[config.mk]
export PLATFORM = sky130hd
export DESIGN_NAME = pipe_regfile_sb
export DESIGN_NICKNAME = d
export VERILOG_FILES = /design/src/rtl/pipe_regfile_sb.sv
export SDC_FILE = /design/constraint.sdc
export NUM_CORES = 2
export LEC_CHECK = 0
export ABC_AREA = 0
export CAP_MARGIN = 5
export CORE_MARGIN = 8
export CORE_UTILIZATION = 65
export CTS_BUF_LIST = sky130_fd_sc_hd__clkbuf_16
export DETAILED_ROUTE_END_ITERATION = 10
export PLACE_DENSITY = 0.85
export REMOVE_ABC_BUFFERS = 1
export SYNTH_ARGS = -nofsm -noshare
export SYNTH_HDL_FRONTEND = slang
export SYNTH_SLANG_ARGS = --single-unit
[constraint.sdc]
create_clock -name clk -period 5.05 [get_ports clk]
set_input_delay 1.01 -clock clk [delete_from_list [all_inputs] [get_ports clk]]
set_output_delay 1.01 -clock clk [all_outputs]
set_load 0.01 [all_outputs]
[src/rtl/pipe_regfile_sb.sv]
// pipe_regfile_sb: GPR/HI/LO register file with WB write-through bypass and a busy-bit scoreboard for long-latency results.
module pipe_regfile_sb #(
  parameter int NREG = 32,
  parameter int DW   = 32
) (
  input  logic            clk,
  input  logic            rst,
  input  logic            Ww_rf,
  input  logic [4:0]      Wrn,
  input  logic [DW-1:0]   Wdata_rf,
  input  logic            Ww_hi,
  input  logic [DW-1:0]   Wdata_hi,
  input  logic            Ww_lo,
  input  logic [DW-1:0]   Wdata_lo,
  input  logic [4:0]      rs,
  input  logic [4:0]      rt,
  input  logic            rs_used,
  input  logic            rt_used,
  input  logic            issue,
  input  logic            issue_long,
  input  logic [4:0]      issue_rn,
  output logic [DW-1:0]   qa,
  output logic [DW-1:0]   qb,
  output logic [DW-1:0]   hi_out,
  output logic [DW-1:0]   lo_out,
  output logic            stall,
  output logic [NREG-1:0] busy
);
  logic [DW-1:0]   r_gpr [NREG];
  logic [DW-1:0]   r_hi, r_lo;
  logic [NREG-1:0] r_busy;
  logic            w_wb, w_haz_a, w_haz_b;
  logic [NREG-1:0] w_set, w_clr;

  assign w_wb = Ww_rf && Wrn != 5'd0;
  // A register retiring this cycle is covered by the bypass, so it never stalls.
  assign w_haz_a = rs != 5'd0 && r_busy[rs] && !(Ww_rf && Wrn == rs);
  assign w_haz_b = rt != 5'd0 && r_busy[rt] && !(Ww_rf && Wrn == rt);
  assign stall   = (rs_used && w_haz_a) || (rt_used && w_haz_b);
  assign w_set   = (issue && !stall && issue_long && issue_rn != 5'd0) ? NREG'(1) << issue_rn : '0;
  assign w_clr   = w_wb ? NREG'(1) << Wrn : '0;
  assign qa      = rs == 5'd0 ? '0 : (Ww_rf && Wrn == rs) ? Wdata_rf : r_gpr[rs];
  assign qb      = rt == 5'd0 ? '0 : (Ww_rf && Wrn == rt) ? Wdata_rf : r_gpr[rt];
  assign hi_out  = Ww_hi ? Wdata_hi : r_hi;
  assign lo_out  = Ww_lo ? Wdata_lo : r_lo;
  assign busy    = r_busy;

  always_ff @(posedge clk) begin
    if (rst) begin
      for (int i = 0; i < NREG; i++) r_gpr[i] <= '0;
      r_hi   <= '0;
      r_lo   <= '0;
      r_busy <= '0;
    end else begin
      if (w_wb) r_gpr[Wrn] <= Wdata_rf;
      if (Ww_hi) r_hi <= Wdata_hi;
      if (Ww_lo) r_lo <= Wdata_lo;
      // Set after clear: a newer producer keeps the register busy.
      r_busy <= (r_busy & ~w_clr) | w_set;
    end
  end
endmodule
Yosys cells after proc, flatten, opt, wreduce, memory -nomap -nowiden

Memory sizes are Yosys's and may differ from the RTL's.
Cells that the tools add are included.

Flip-flop bits (word level): 96
Output and inout port bits: 161
Memory bits (writable): 1024
Bits of input ports: 125
Memories: 1

Order comparisons: 2
Mux-type cells: 20
Reductions and logical operators: 23
Equal/unequal tests: 2
Bitwise operators: 3
Shift operators: 2

Memories:

| name  | words | bits a word | read ports | clocked after memory_dff | wr ports | RTL line | RTL |
|---|---|---|---|---|---|---|---|
| r_gpr | 32    | 32          | 2          | 0                        | 32       | 29       | `logic [DW-1:0] r_gpr [NREG];` |

Operators with widths:

| operator             | number |
|---|---|
| $mux 32              | 9 |
| $shl 1x5->32 const A | 2 |
| $and 32x32->32       | 1 |
| $not 32->32          | 1 |
| $or 32x32->32        | 1 |
| $reduce_or 32->1     | 1 |
| $reduce_bool 5->1    | 4 |
| $logic_and 1x1->1    | 12 |
| $lt 5x6->1 const B   | 2 |
| $bmux 1 s5           | 2 |
| $eq 5x5->1           | 2 |
| $logic_not 5->1      | 2 |
| $mux 1               | 8 |
| $mux 5               | 1 |
| $logic_not 1->1      | 3 |
| $logic_or 1x1->1     | 1 |

Depth between registers and ports, before layout

Word-level depth: 12
Gate-level depth with buffers: 10

Worst setup path after synthesis

Ideal clock, no wire load.

Path type: input to output
Start point: input rt[0]
End point: output qb[13]
Path slack: 0.941 ns
Data required time: 4.040 ns
Stages on the path: 9
Arrival: 3.099 ns
Cell sequence: buf_6 > buf_6 > buf_1 > mux4_2 > mux4_2 > nand2_1 > nand3_1 > o21ai_0 > nor2_1

Cells in the longest elaborated chain, start to end: 4
Elaborated cells on any way between the ends: 6
Those cells by class: eq/ne: 1; mux: 2; reduce/logical: 2; memory: 1

Ends and longest elaborated chain:

| element                                               | RTL line | RTL |
|---|---|---|
| start, declared                                       | 16       | `input logic [4:0] rt,` |
| branches (longest 3 deep; another with $mem_v2 32x32) | -        |  |
| $mux 32 (*)                                           | 43       | `assign qb = rt == 5'd0 ? '0 : (Ww_rf && Wrn == rt) ? Wdata_rf : r_gpr[rt];` |
| end, declared                                         | 23       | `output logic [DW-1:0] qb,` |

Mark *: on every way between the ends.

Final worst setup path

Start point: input Wrn[3]
End point: output qb[4]

Cells in the longest elaborated chain, start to end: 4

Ends and longest elaborated chain:

| element              | RTL line | RTL |
|---|---|---|
| start, declared      | 9        | `input logic [4:0] Wrn,` |
| $eq 5x5->1           | 43       |  |
| $logic_and 1x1->1    | 43       |  |
| $mux 32 (2 in a row) | 43       |  |

Every way passes these cells.

==> out/metrics.cfg <==
[status]
outcome=finished, final reports clean

[worst_setup_path]
worstPathMaxFanout=10
worstPathRequired_ns=4.04
path_class=in -> out
cp-start-kind=input port
worst_ep_arrival_time_ns=4.00
cp-end-kind=output port

[routing]
vias=41450
detail_route.wl_per_cell_um=37.9
drtAntennaViolNets=0
drt_iter0_markers=8016
first_pass_iters=6
drcViolationCount=0
wirelength_mm=206
viasPerCell=7.61

[floorplan]
fp.coreArea_mm2=0.0911
rows=111
boundaryPins=286
start_util_pct=65.1
die_x_um=318
die_area_mm2=0.101
die_h_um=318

[synthesis]
synth_top_family_by_area=multiplexers
synth_edf_count=1024
ys_ff_latch=1120
synth.cell_area_mm2=0.0593
synthAdderAreaFrac_pct=0
syn-instance-count=3876
ys_seq_area_share_pct=55.1
ys_types=49
synth-async-reset-ratio_pct=0
ys_warn_count=0
synth-compound-area-share_pct=1.75
yosys.area_share.simple_pct=13.8
synth_ff_type=edfxtp_1
synthXorXnorAreaFrac_pct=0.148
syn_area_per_cell_um2=15.3
yosys-mux-area-fraction_pct=26.2

[hold_path]
hold_path_class=reg -> reg

[placed_design]
dp_hpwl_mm=124
globalplace.congestion=0.928
place.port_buffers=285
place_inst=5221

[timing]
finalSetupViolCount=0
tightest_slew_ns=1.29
fmax_mhz=200
period_needed_ns=5.01
fin_skew_ns=0.0250
slew_headroom_pct=13.6
post-route-period-util_pct=99.1
final-max-slew-violation-count=0
rsz0062_at_grt=no
tns_ns=0
hold_viol_final=0

[layout]
fillers=4944
syn_to_final_growth_pct=15.8
final_net_count=4274
finalCoreUtilization_pct=75.4
final_cells=5445
drive_above_1_share_pct=28.2

[clocking]
root_buffer=clkbuf_16
cts_buffers=112
clk-insertion-delay-late_ns=0.75
cts_tree=built
cts.clk_slew.worst_paths_ns=0.06
cts_num_sinks=1120
clockBufferDepth=3
cts-htree-levels=3
holdBufCountCts=0

[global_routing]
grt_pass1_wl_mm=293
antenna_found_initial=16
grt_max_degree=77
gr-total-overflow=0
grt_usage_pct=40.1
grt_pass1_vias=42174

[job]
maxCapViolations=0

[power_and_ir_drop]
power_density_mw_per_mm2=324
ir_worst_vdd_mv=0.326
p_leak_uw=0.0242

[metal layers]
| layer | GRT usage (%) | wire (µm) | up-vias |
|---|---|---|---|
| met1 | 48.0 | 60900 | 20212 |
| met4 | 25.4 | 16600 | 12 |
| li1 | - | - | 15395 |
| met2 | 60.6 | 92800 | 4680 |
| met5 | 0 | 86 | - |
| met3 | 16.6 | 35700 | 1151 |
[sequential cells by signal (all words and copies together), names as in the netlist]
name / cells
r_gpr: 1024
r_lo: 32
busy: 32
r_hi: 32
[metrics by stage]
step	setup slack (ns)	hold slack (ns)	total power, µW	area (µm²)
global route	0.0200	0.524	22700	68700
detailed placement	0.127	0.488	14200	65200
CTS	0.0704	0.505	22100	68700
floorplan	-0.388	0.487	12500	57800
global placement	0.123	0.481	14100	65200
finish	0.0442	0.504	22300	68700
[cells in the final DEF, fill, tap and decap left out, types with 64 or more instances in the layout]
cell	instances
nor2b_1	81
and2_1	962
clkdlybuf4s50_1	275
buf_12	74
clkbuf_16	113
nand2_1	111
edfxtp_1	1024
mux2_2	64
mux4_2	644
buf_4	186
nor2_1	75
dfxtp_1	96
[logic make-up after synthesis]
kind of cell | count (synthesis)
simple gates | 1400
buf+inv | 449
xor+xnor | 10
mux | 740
flops | 1120
compound gates | 156
other cells | 1
[worst paths after layout]
kind / start / endpoint / slack, ns / cells after the start
min: busy[4]$_SDFF_PP0_ / busy[4]$_SDFF_PP0_ / 0.50 / 2
max reg2reg: busy[21]$_SDFF_PP0_ / busy[11]$_SDFF_PP0_ / 2.54 / 7
min reg2reg: busy[4]$_SDFF_PP0_ / busy[4]$_SDFF_PP0_ / 0.50 / 2
max: Wrn[3] / qb[4] / 0.04 / 9
[cells in the mapped netlist (24+ instances only)]
library cell,n,area (µm²)
a211oi_1,38,285
and2_1,962,6020
and3_1,38,238
buf_1,30,113
buf_2,62,310
clkbuf_1,315,1180
dfxtp_1,96,1920
edfxtp_1,1024,30700
inv_1,34,128
mux2_2,64,721
mux2i_1,32,320
mux4_2,644,14500
nand2_1,111,417
nand3_1,50,250
nor2_1,92,345
nor2b_1,81,507
nor3_1,24,120
o21ai_0,45,225
[critical path, cell delays in order]
cell and delay (ns):
clkdlybuf4s50_1 0.61, xor2_1 0.25, nor4_1 0.30, buf_4 0.18, nand3_4 0.08, buf_4 0.22, o21ai_0 0.74, nor2_1 0.07
clkdlybuf4s50_1 0.52
[cell type report]
class | count | area (µm²) | area share (%)
antenna | 15 | 37.5 | 0.0546
clock buffer | 113 | 2830 | 4.11
clock inverter | 96 | 644 | 0.937
inverter | 36 | 138 | 0.200
multi-input combinational | 2338 | 25200 | 36.7
sequential | 1120 | 32700 | 47.5
tap | 1186 | 1480 | 2.16
timing repair buffer | 541 | 5710 | 8.31
[power breakdown]
| group | internal (µW) | total [µW] | switching [µW] |
|---|---|---|---|
| Sequential | 10600 | 10900 | 294 |
| Combinational | 1580 | 3240 | 1660 |
| Clock | 4410 | 8120 | 3710 |
[repair_timing]
action / in CTS / in global routing
setup buffers: 0 / 0
gates resized for setup: 0 / 2
setup endpoints to repair: 0 / 2
(Power assumes the default switching activity.)
